$ cat config.mk
export PLATFORM = sky130hd
export DESIGN_NAME = btn_input_ctrl_flat
export DESIGN_NICKNAME = d
export VERILOG_FILES = /design/src/rtl/btn_input_ctrl_if.sv /design/src/rtl/btn_input_ctrl.sv /design/src/flat_wrapper.sv
export SDC_FILE = /design/constraint.sdc
export NUM_CORES = 1
export LEC_CHECK = 0
export BUFFER_PORTS_ARGS = -buffer_cell sky130_fd_sc_hd__buf_2
export CAP_MARGIN = 20
export CORE_UTILIZATION = 60
export DETAILED_ROUTE_END_ITERATION = 8
export PLACE_DENSITY = 0.76
export SYNTH_ARGS = -nofsm -noshare
export SYNTH_HDL_FRONTEND = slang
export SYNTH_SLANG_ARGS = --single-unit
$ cat constraint.sdc
create_clock -name clk -period 5 [get_ports clk]
set_input_delay 0.5 -clock clk [delete_from_list [all_inputs] [get_ports clk]]
set_output_delay 0.5 -clock clk [all_outputs]
set_load 0.01 [all_outputs]
$ cat src/rtl/btn_input_ctrl_if.sv
// Button controller bus: raw button levels in, debounced levels and event pulses out.
// dbg_state carries each channel's FSM state (2 bits per channel, channel 0 in the LSBs).
interface btn_input_ctrl_if #(
    parameter int NUM_BTN = 5
);
    logic [NUM_BTN-1:0]   btn_in;
    logic [NUM_BTN-1:0]   btn_level;
    logic [NUM_BTN-1:0]   btn_press;
    logic [NUM_BTN-1:0]   btn_release;
    logic [NUM_BTN-1:0]   btn_long;
    logic                 any_press;
    logic [2*NUM_BTN-1:0] dbg_state;

    modport master (
        output btn_in,
        input  btn_level, btn_press, btn_release, btn_long, any_press, dbg_state
    );

    modport slave (
        input  btn_in,
        output btn_level, btn_press, btn_release, btn_long, any_press, dbg_state
    );
endinterface

$ cat src/rtl/btn_input_ctrl.sv
// Multi-channel push-button conditioner: synchronizes, debounces and detects
// press, release and long-press events independently on every channel.
module btn_input_ctrl #(
    parameter int CLK_FREQ      = 100_000_000,
    parameter int NUM_BTN       = 5,
    parameter int DEBOUNCE_MS   = 20,
    parameter int LONG_PRESS_MS = 1000
) (
    input logic             clk,
    input logic             rst_n,
    btn_input_ctrl_if.slave bus
);
    localparam int DEB_CYC  = CLK_FREQ / 1000 * DEBOUNCE_MS;
    localparam int LONG_CYC = CLK_FREQ / 1000 * LONG_PRESS_MS;
    localparam int DEB_W    = (DEB_CYC > 1) ? $clog2(DEB_CYC) : 1;
    localparam int HOLD_W   = (LONG_CYC > 1) ? $clog2(LONG_CYC) : 1;
    localparam logic [DEB_W-1:0]  DEB_MAX  = DEB_W'(DEB_CYC - 1);
    localparam logic [HOLD_W-1:0] HOLD_MAX = HOLD_W'(LONG_CYC - 1);

    typedef enum logic [1:0] {
        IDLE      = 2'd0,
        PRESS_DEB = 2'd1,
        HELD      = 2'd2,
        REL_DEB   = 2'd3
    } state_e;

    logic [NUM_BTN-1:0] meta_q;
    logic [NUM_BTN-1:0] sync_q;
    logic [NUM_BTN-1:0] press_set;
    logic               any_press_q;

    // Two-flop synchronizer; nothing downstream looks at btn_in directly.
    always_ff @(posedge clk or negedge rst_n) begin
        if (!rst_n) begin
            meta_q <= '0;
            sync_q <= '0;
        end else begin
            meta_q <= bus.btn_in;
            sync_q <= meta_q;
        end
    end

    for (genvar g = 0; g < NUM_BTN; g++) begin : g_ch
        state_e             state_q;
        logic [DEB_W-1:0]   deb_cnt_q;
        logic [HOLD_W-1:0]  hold_cnt_q;
        logic               long_done_q;
        logic               level_q;
        logic               press_q;
        logic               release_q;
        logic               long_q;

        // Shared with the any_press register so both pulses land on the same edge.
        assign press_set[g] = (state_q == PRESS_DEB) && sync_q[g] && (deb_cnt_q == DEB_MAX);

        always_ff @(posedge clk or negedge rst_n) begin
            if (!rst_n) begin
                state_q     <= IDLE;
                deb_cnt_q   <= '0;
                hold_cnt_q  <= '0;
                long_done_q <= 1'b0;
                level_q     <= 1'b0;
                press_q     <= 1'b0;
                release_q   <= 1'b0;
                long_q      <= 1'b0;
            end else begin
                press_q   <= 1'b0;
                release_q <= 1'b0;
                long_q    <= 1'b0;
                case (state_q)
                    IDLE: begin
                        if (sync_q[g]) begin
                            state_q   <= PRESS_DEB;
                            deb_cnt_q <= '0;
                        end
                    end
                    PRESS_DEB: begin
                        if (!sync_q[g]) begin
                            state_q <= IDLE;
                        end else if (press_set[g]) begin
                            state_q     <= HELD;
                            level_q     <= 1'b1;
                            press_q     <= 1'b1;
                            hold_cnt_q  <= '0;
                            long_done_q <= 1'b0;
                        end else begin
                            deb_cnt_q <= deb_cnt_q + 1'b1;
                        end
                    end
                    HELD: begin
                        if (!sync_q[g]) begin
                            state_q   <= REL_DEB;
                            deb_cnt_q <= '0;
                        end else if (hold_cnt_q == HOLD_MAX) begin
                            // Counter parks at its terminal value; long_done keeps the pulse single.
                            if (!long_done_q) begin
                                long_q      <= 1'b1;
                                long_done_q <= 1'b1;
                            end
                        end else begin
                            hold_cnt_q <= hold_cnt_q + 1'b1;
                        end
                    end
                    REL_DEB: begin
                        // hold_cnt and long_done are frozen here so a release glitch resumes the hold.
                        if (sync_q[g]) begin
                            state_q <= HELD;
                        end else if (deb_cnt_q == DEB_MAX) begin
                            state_q   <= IDLE;
                            level_q   <= 1'b0;
                            release_q <= 1'b1;
                        end else begin
                            deb_cnt_q <= deb_cnt_q + 1'b1;
                        end
                    end
                    default: state_q <= IDLE;
                endcase
            end
        end

        assign bus.btn_level[g]          = level_q;
        assign bus.btn_press[g]          = press_q;
        assign bus.btn_release[g]        = release_q;
        assign bus.btn_long[g]           = long_q;
        assign bus.dbg_state[2*g +: 2]   = state_q;
    end

    always_ff @(posedge clk or negedge rst_n) begin
        if (!rst_n) begin
            any_press_q <= 1'b0;
        end else begin
            any_press_q <= |press_set;
        end
    end

    assign bus.any_press = any_press_q;

endmodule

$ cat src/flat_wrapper.sv
// flat-port wrapper written by rule: the top's interface ports become plain ports
module btn_input_ctrl_flat 
#(
    parameter int CLK_FREQ      = 100_000_000,
    parameter int NUM_BTN       = 5,
    parameter int DEBOUNCE_MS   = 20,
    parameter int LONG_PRESS_MS = 1000
)
  (clk, rst_n, bus_btn_in, bus_btn_level, bus_btn_press, bus_btn_release, bus_btn_long, bus_any_press, bus_dbg_state);
  btn_input_ctrl_if #(.NUM_BTN(NUM_BTN)) bus_i ();
  input logic clk;
  input logic rst_n;
  input wire logic [$bits(bus_i.btn_in)-1:0] bus_btn_in;
  output wire logic [$bits(bus_i.btn_level)-1:0] bus_btn_level;
  output wire logic [$bits(bus_i.btn_press)-1:0] bus_btn_press;
  output wire logic [$bits(bus_i.btn_release)-1:0] bus_btn_release;
  output wire logic [$bits(bus_i.btn_long)-1:0] bus_btn_long;
  output wire logic [$bits(bus_i.any_press)-1:0] bus_any_press;
  output wire logic [$bits(bus_i.dbg_state)-1:0] bus_dbg_state;
  assign bus_i.btn_in = bus_btn_in;
  assign bus_btn_level = bus_i.btn_level;
  assign bus_btn_press = bus_i.btn_press;
  assign bus_btn_release = bus_i.btn_release;
  assign bus_btn_long = bus_i.btn_long;
  assign bus_any_press = bus_i.any_press;
  assign bus_dbg_state = bus_i.dbg_state;
  btn_input_ctrl #(.CLK_FREQ(CLK_FREQ), .NUM_BTN(NUM_BTN), .DEBOUNCE_MS(DEBOUNCE_MS), .LONG_PRESS_MS(LONG_PRESS_MS)) u_core (.clk(clk), .rst_n(rst_n), .bus(bus_i));
endmodule
==> results.cfg, run 1 <==
[layout]
largest_reg_flops = 135
final_cell_mix = dfrtp_1, nand2_1, nor2_1, a21oi_1, nand3_1
syn2layout_area_growth_pct = 9.44
final_common_cell = dfrtp_1
diodes = 0
drive_above_1_share = 0.0831
largest_register = u_core.g_ch.hold_cnt_q
nets = 1704
reg_top3 = u_core.g_ch.hold_cnt_q x135, u_core.g_ch.deb_cnt_q x105

[sta]
worstMarginPinSlew_ns = 0.965
finalMaxSlewViolations = 0
skew_ns = 0.00920
max_freq_ghz = 0.339
fin_crit_sh = 0.589
hold_viol = 0
finalSetupTns_ns = 0
min_period_ns = 2.95
setup_viol = 0
slew_headroom = 0.352
grt_setup_unrepaired = no
holdWs_ns = 0.0514

[routing]
vias_per_cell = 6.37
ant_nets = 0
finalWirelength_um = 33800
vias = 12985
routedWlPerCell_um = 16.6
drt_iter0_markers = 1150
route.detailed.drc = 0
dr.pass1.iters = 5

[clock_network]
clk_latency_ns = 0.55
htreeDepth = 1
cts_hold_buffers = 1
cts_made_buffers = 31
cts-root-buf = clkbuf_16
post_cts_resized = 0
clock_sinks = 286
post_cts_buffers = 0
cts_buffer_depth = 3
cts.clk_slew.worst_paths_ns = 0.06
cts_tree = built

[power]
p_clk_frac = 0.483
seq_power_share = 0.488
p_switching_mw = 1.06
p_int_mw = 3.81
p_per_area_mw_per_mm2 = 285
p_sw_frac = 0.217
ir_worst_vdd_v = 0.000317
p_leak_nw = 7.17
comb_power_share = 0.029

[hold_path]
min_to = u_core.meta_q[0]
hp-start = bus_btn_in[0]
holdCritPathClass = primary input to register
whs_path_depth = 1

[logic_synthesis]
yosysSeqAreaShare = 0.457
synth-seq-cells = 286
netlist_instances = 1679
syn-num-nets = 1696
yosys-top-cells-area = dfrtp_1, or4_1, nand2_1
synth_warnings = 0
synth.avg_cell_area_sq_um = 9.32
synth_top_area_frac = 0.457
synth-edff-count = 0
async_flop_share = 1.00
synthFlopType = dfrtp_1
ys_types = 68
synth_area_sq_mm = 0.0156
synth_top_area_cell = dfrtp_1

[critical_path]
cp.arrival_ns = 3.38
crit_path_max_incr_delay_ns = 0.67
path_buf_inv = 0
crit_type = register to register
crit_family = simple AND/OR/NAND/NOR gates
cp_slowest_cell = and3_1
r2r-start = u_core.g_ch[0].state_q[0]
cp.required_ns = 5.43
reg2reg_to = u_core.g_ch[0].hold_cnt_q[0]
r2r_setup_slack_ns = 2.05
path_cells = or4b_2, nor4_1, and3_1, o211ai_1, mux2_2
critPathLaunchType = register
cp_max_fo = 18
crit_path_end_kind = register
reg2reg_depth = 5

[global_route]
grt_use_met3 = 0.0325
use_met2 = 0.419
grt_max_degree = 134
grt.overflow.total = 0
antenna_found_initial = 0
top_usage_layer = met2
grt_pass1_wl_um = 58600
grt_pass1_vias = 12295
grt_use_total = 0.260
grtUsageMet1 = 0.373

[die]
dieArea_sq_mm = 0.0267
initial_core_util = 0.616
ios = 38
coreArea_sq_mm = 0.0254
num_rows = 58
die_y_um = 163
die_width_um = 163

[job]
cap_violations = 0

[outcome]
outcome = complete, no violations

[placed_design]
gp_congestion = 0.849
dp_hpwl_um = 22100
numPortBuffers = 37
cell type report:
class | instances | area [sq um]
fill | 2030 | 8280
tap | 330 | 413
multi-input combinational | 1269 | 7950
timing repair buffer | 62 | 414
inverter | 37 | 139
sequential | 286 | 7160
clock buffer | 42 | 847
clock inverter | 12 | 196
worst register-to-register path: stages, from the launching register on:
cell	delay, ns
dfrtp_1	0.51
or4b_2	0.63
nor4_1	0.48
and3_1	0.67
o211ai_1	0.23
mux2_2	0.32
synth_stat cells, types with 7 or more instances:
cell type and count:
a211oi_1 10, a21oi_1 109, a22o_1 10, a31oi_1 7, and2_1 19, and3_1 47
and4_1 22, buf_2 7, buf_4 23, clkbuf_1 53, dfrtp_1 286, ha_1 10
inv_1 36, mux2_2 9, mux2i_1 36, nand2_1 150, nand2b_1 39, nand3_1 95
nand4_1 75, nor2_1 125, nor2b_1 8, nor3_1 31, nor4_1 37, nor4b_1 17
o21ai_0 54, o31ai_1 69, or3_1 38, or4_1 76, xnor2_1 47, xor2_1 34
kinds of logic after synthesis:
kind of cell	count (synthesis)	share of synthesized area
buffers and inverters	124	0.0363
muxes	45	0.0295
xor gates and xnor gates	81	0.0453
adders and majority gates	10	0.00800
AOI/OAI and AO/OA	302	0.122
DFF	286	0.457
and+or+nand+nor	831	0.302
power groups by stage:
stage / clock, mW / combinational [mW] / sequential (mW)
floorplan: 0 / 0.0747 / 2.40
global placement: 0 / 0.138 / 2.42
detailed placement: 0 / 0.142 / 2.42
CTS: 2.40 / 0.144 / 2.38
global route: 2.49 / 0.163 / 2.38
finish: 2.36 / 0.141 / 2.38
metrics by stage:
step / power [mW] / utilization / std cells / cell area, sq um / setup slack, ns
2_1_floorplan: 2.48 / - / 1679 / 15600 / 2.52
3_3_place_gp: 2.55 / 0.630 / 1975 / 16000 / 2.07
3_5_place_dp: 2.56 / 0.630 / 1977 / 16000 / 2.03
4_1_cts: 4.92 / 0.672 / 2032 / 17100 / 2.02
5_1_grt: 5.04 / 0.674 / 2038 / 17100 / 1.90
6_report: 4.87 / 0.674 / 2038 / 17100 / 2.05
layer usage:
layer / vias up / share of wire
met5: - / 0
met4: 0 / 0.018
met3: 50 / 0.038
met2: 260 / 0.47
met1: 6393 / 0.47
li1: 6282 / -
worst max-delay path by stage:
stage                                       startpoint                       endpoint  cells after the start
after floorplan           u_core.g_ch[4].deb_cnt_q[13]  u_core.g_ch[4].hold_cnt_q[20]                      7
after global placement    u_core.g_ch[4].deb_cnt_q[13]  u_core.g_ch[4].hold_cnt_q[20]                      5
after detailed placement  u_core.g_ch[4].deb_cnt_q[13]  u_core.g_ch[4].hold_cnt_q[20]                      5
after CTS                 u_core.g_ch[4].deb_cnt_q[13]  u_core.g_ch[4].hold_cnt_q[20]                      5
after global routing       u_core.g_ch[3].deb_cnt_q[0]           u_core.bus.any_press                      8
final                        u_core.g_ch[0].state_q[0]   u_core.g_ch[0].hold_cnt_q[0]                      5
Note: power is estimated with default switching activity, not from simulation.
==> run 2, diff against run 1 <==
- ABC_AREA: unset -> 1
- CORE_UTILIZATION: 60 -> 58
- PLACE_DENSITY: 0.76 -> 0.77
- clock period: 5 -> 2.5 ns (I/O delays scaled with it)
==> run 2 against run 1 <==
Register-to-register slack lost 1.8 ns. Largest cell class unchanged. Clock skew grew 0.015 ns. Critical path type unchanged. Hold slack gained 0.26 ns. Non-clock buffer count grew 21. Largest power group is now the clock network.
==> results.cfg, run 2 <==
[logic_synthesis]
synth_top_area_frac = 0.386
synth_area_sq_mm = 0.0185
synth.avg_cell_area_sq_um = 6.50
netlist_instances = 2851
synth-seq-cells = 286
syn-num-nets = 2868
async_flop_share = 1.00
synth-edff-count = 0
synth_common_cells = nand2_1, nor2_1, dfrtp_1, nand3_1, inv_1
ys_types = 32
yosysSeqAreaShare = 0.386
synth_top_area_cell = dfrtp_1
synthFlopType = dfrtp_1
yosys-top-cells-area = dfrtp_1, nand2_1, nor2_1
synth_warnings = 0
synth_most_common_cell = nand2_1

[critical_path]
path_buf_inv = 0
crit_path_max_incr_delay_ns = 0.47
r2r_setup_slack_ns = 0.22
crit_path_end_kind = register
crit_type = register to register
crit_family = simple AND/OR/NAND/NOR gates
critPathLaunchType = register
cp_max_fo = 27
path_cells = ha_1, nand3_1, nor2_1, nand4_1, o21ai_2, o21ai_0
cp.arrival_ns = 2.62
cp.required_ns = 2.84
cp_slowest_cell = dfrtp_1

[global_route]
antenna_found_initial = 0
grt_pass1_wl_um = 78100
grt_max_degree = 75
grt.overflow.total = 0
grt_use_total = 0.282
grt_pass1_vias = 17043

[routing]
drt_iter0_markers = 1373
dr.max_layer_used = met4
ant_nets = 0
vias_per_cell = 5.32
routedWlPerCell_um = 13.4
route.detailed.drc = 0
dr.pass1.iters = 6
route.met2.wl_um = 21200
finalWirelength_um = 44300
met3_length_um = 1940
wl_met1_um = 19900
vias = 17642

[sta]
max_freq_ghz = 0.439
hold_viol = 0
finalMaxSlewViolations = 0
holdWs_ns = 0.311
setup_viol = 0
slew_headroom = 0.343
grt_setup_unrepaired = no
worstMarginPinSlew_ns = 0.985
finalSetupTns_ns = 0
min_period_ns = 2.28
skew_ns = 0.0240
fin_crit_sh = 0.910

[clock_network]
cts.clk_slew.worst_paths_ns = 0.06
clock_sinks = 286
cts_buffer_depth = 3
htreeDepth = 2
post_cts_resized = 0
cts-root-buf = clkbuf_16
clk_latency_ns = 0.52
cts_made_buffers = 34
cts_tree = built

[layout]
largest_register = u_core.g_ch.hold_cnt_q
nets = 2907
fillers = 2890
syn2layout_area_growth_pct = 9.58
largest_reg_flops = 135
diodes = 0
final_common_cell = nand2_1
drive_above_1_share = 0.0646
reg_top3 = u_core.g_ch.hold_cnt_q x135, u_core.g_ch.deb_cnt_q x105
final_cell_mix = nand2_1, nor2_1, dfrtp_1, nand3_1, inv_1

[power]
p_leak_nw = 8.92
ir_worst_vdd_v = 0.000609
p_per_area_mw_per_mm2 = 555

[die]
num_rows = 65
die_width_um = 181
dieArea_sq_mm = 0.0326
ios = 38
die_y_um = 181
coreArea_sq_mm = 0.0315
initial_core_util = 0.588

[placed_design]
dp_hpwl_um = 31800
gp_congestion = 0.964
numPortBuffers = 37

[outcome]
outcome = complete, no violations

[hold_path]
holdCritPathClass = primary input to async pin

[job]
cap_violations = 0
-- run 2: final cells by class --
class,count,area (sq um),area share
timing repair buffer,83,581,0.0286
tap,402,503,0.0248
inverter,198,743,0.0366
clock inverter,14,255,0.0126
clock buffer,44,940,0.0463
sequential,286,7160,0.353
multi-input combinational,2287,10100,0.498
-- run 2: where the power goes --
group	switching [mW]	internal [mW]	leakage [nW]
Combinational	0.840	0.273	4.38
Clock	1.97	3.37	0.583
Sequential	0.101	4.71	3.95
-- run 2: through the flow --
step	setup WS, ns	instance area, sq um	power (mW)	util	std cells
floorplan	0.711	18500	5.66	-	2851
global placement	0.320	19000	5.96	0.605	3250
detailed placement	0.236	19000	6.00	0.605	3250
CTS	0.224	20300	11.4	0.645	3314
global route	0.00160	20300	11.7	0.645	3314
finish	0.225	20300	11.3	0.645	3314
-- run 2: timing repair --
| item | 4_1_cts | 5_1_grt |
|---|---|---|
| hold endpoints to repair | 70 | 0 |
| setup buffers | 0 | 0 |
| hold buffers | 6 | 0 |
-- run 2: cells by family after synthesis --
family,count (synthesis),share of synthesized area
adders and majority gates,10,0.00676
DFF,286,0.386
xor gates and xnor gates,118,0.0558
and+or+nand+nor,2016,0.441
AOI/OAI and AO/OA,143,0.0422
buffers and inverters,278,0.0674
-- run 2: worst paths after layout --
path | end | startpoint | depth (start not counted)
worst min-delay path | u_core.g_ch[2].deb_cnt_q[17] | rst_n | 2
max in group asynchronous | u_core.g_ch[4].press_q | rst_n | 3
min in group clk | u_core.sync_q[0] | u_core.meta_q[0] | 0
worst min register to register | u_core.sync_q[0] | u_core.meta_q[0] | 0
worst max-delay path | u_core.g_ch[1].deb_cnt_q[5] | u_core.g_ch[1].deb_cnt_q[0] | 6
worst max register to register | u_core.g_ch[1].deb_cnt_q[5] | u_core.g_ch[1].deb_cnt_q[0] | 6
-- run 2: worst reg2reg max path, stage by stage, from the launching register on --
cell and delay, ns:
dfrtp_1 0.47, ha_1 0.30, nand3_1 0.21, nor2_1 0.20, nand4_1 0.26, o21ai_2 0.46
o21ai_0 0.21
-- run 2: per-layer routing --
metal / global-route usage / vias up
met5: 0 / -
met4: 0.0868 / 0
met3: 0.0325 / 112
met2: 0.488 / 408
met1: 0.369 / 8159
li1: - / 8963
==> run 3, diff against run 2 <==
- CORE_MARGIN: unset -> 10
==> run 3 against run 2 <==
Clock-buffer cell count fell by 1. Combinational power about the same. Critical path depth grew 3. Fmax is 0.24% higher. Setup slack gained 0.0055 ns. Clock skew decreased by 0.0097 ns. Clock power decreased by 3%. Sequential cell count unchanged. Sequential share of layout area hardly changed. Wire length rose by 0.32%. Hold slack worse by 0.080 ns. Critical path type unchanged. Largest cell class unchanged.
==> results.cfg, run 3 (synthesized netlist as in run 2, its figures left out) <==
[outcome]
outcome = complete, no violations

[global_route]
grt_use_total = 0.233
grt_pass1_vias = 16562
antenna_found_initial = 0
grt_max_degree = 72
grt_pass1_wl_um = 77600
grt.overflow.total = 0

[layout]
largest_register = u_core.g_ch.hold_cnt_q
diodes = 0
reg_top3 = u_core.g_ch.hold_cnt_q x135, u_core.g_ch.deb_cnt_q x105
final_common_cell = nand2_1
syn2layout_area_growth_pct = 9.53
largest_reg_flops = 135
drive_above_1_share = 0.0650
nets = 2901
final_cell_mix = nand2_1, nor2_1, dfrtp_1, nand3_1, inv_1

[power]
p_per_area_mw_per_mm2 = 546
ir_worst_vdd_v = 0.000658
power_mw = 11.1
p_leak_nw = 8.90

[clock_network]
cts.clk_slew.worst_paths_ns = 0.06
cts_tree = built
htreeDepth = 2
post_cts_buffers = 0
clock_sinks = 286
cts_buffer_depth = 3
cts-root-buf = clkbuf_16
cts_made_buffers = 34
clk_latency_ns = 0.54

[die]
coreArea_sq_mm = 0.0316
die_y_um = 199
initial_core_util = 0.587
die_width_um = 199
dieArea_sq_mm = 0.0395
ios = 38
num_rows = 65

[critical_path]
cp.arrival_ns = 2.69
crit_end = u_core.g_ch[2].hold_cnt_q[18]
crit_path_max_incr_delay_ns = 0.46
crit_family = simple AND/OR/NAND/NOR gates
path_cells = ha_1, nand3_1, inv_1, nand2_1, nor2_2, nor2_4, nand2_4, nand2_1, nand2_1
reg2reg_to = u_core.g_ch[2].hold_cnt_q[18]
cp-startpoint = u_core.g_ch[2].hold_cnt_q[0]
worst_path_most_repeated_cell = nand2_1
path_buf_inv = 1
r2r-start = u_core.g_ch[2].hold_cnt_q[0]
cp.depth = 9
cp.required_ns = 2.92
cp_max_fo = 27
r2r_setup_slack_ns = 0.23
crit_path_end_kind = register
critPathLaunchType = register
crit_type = register to register
cp_slowest_cell = dfrtp_1
reg2reg_depth = 9

[job]
cap_violations = 0

[sta]
setup_viol = 0
skew_ns = 0.0143
fin_crit_sh = 0.908
slew_headroom = 0.561
finalMaxSlewViolations = 0
finalSetupTns_ns = 0
min_period_ns = 2.27
hold_viol = 0
max_freq_ghz = 0.441
worstMarginPinSlew_ns = 0.656
grt_setup_unrepaired = no

[routing]
drt_iter0_markers = 1099
route.detailed.drc = 0
vias = 17391
ant_nets = 0
finalWirelength_um = 44400
vias_per_cell = 5.25
routedWlPerCell_um = 13.4
dr.pass1.iters = 5

[placed_design]
gp_congestion = 0.945
dp_hpwl_um = 32300
numPortBuffers = 37

[hold_path]
holdCritPathClass = primary input to async pin
run 3: where the power goes:
part	internal (mW)	total, mW	leakage [nW]	switching (mW)
logic	0.265	1.09	4.37	0.821
registers	4.71	4.82	3.95	0.109
clock network	3.15	5.16	0.572	2.02
total	8.12	11.1	8.90	2.95
run 3: metrics by stage:
stage                     hold WS [ns]  utilization  setup WS (ns)  std cells  instance area (sq um)
final                            0.231        0.643          0.230       3310                  20300
after global routing             0.253        0.643        0.00808       3310                  20300
after CTS                        0.238        0.643          0.234       3310                  20300
after detailed placement         0.207        0.603          0.235       3244                  19000
after global placement           0.202        0.603          0.219       3243                  19000
after floorplan                -0.0456            -          0.711       2851                  18500
run 3: worst min path at each step:
stage | from | end | slack, ns
floorplan | rst_n | async pin | -0.05
global placement | rst_n | u_core.g_ch[2].deb_cnt_q[5] | 0.20
detailed placement | rst_n | u_core.g_ch[2].deb_cnt_q[5] | 0.21
CTS | rst_n | u_core.g_ch[2].deb_cnt_q[15] | 0.24
global route | rst_n | u_core.g_ch[2].deb_cnt_q[5] | 0.25
finish | rst_n | u_core.g_ch[2].deb_cnt_q[5] | 0.23
run 3: final cells by class:
| class | count | area, sq um |
|---|---|---|
| sequential | 286 | 7160 |
| inverter | 198 | 743 |
| multi-input combinational | 2287 | 10100 |
| timing repair buffer | 77 | 577 |
| fill | 2873 | 11300 |
| tap | 402 | 503 |
| clock buffer | 43 | 998 |
| clock inverter | 17 | 184 |
run 3: layer usage:
| metal | wire (um) | track usage | vias to the layer above |
|---|---|---|---|
| met5 | 0 | 0 | - |
| met4 | 1300 | 0.0870 | 0 |
| met3 | 1860 | 0.0346 | 90 |
| met2 | 20900 | 0.388 | 336 |
| met1 | 20400 | 0.300 | 8014 |
| li1 | - | - | 8951 |
run 3: what timing repair did:
action / in CTS / in global routing
endpoints found under the hold margin: 53 / 0
endpoints found under the setup margin: 0 / 7
hold buffers: 6 / 0
gates resized for setup: 0 / 1
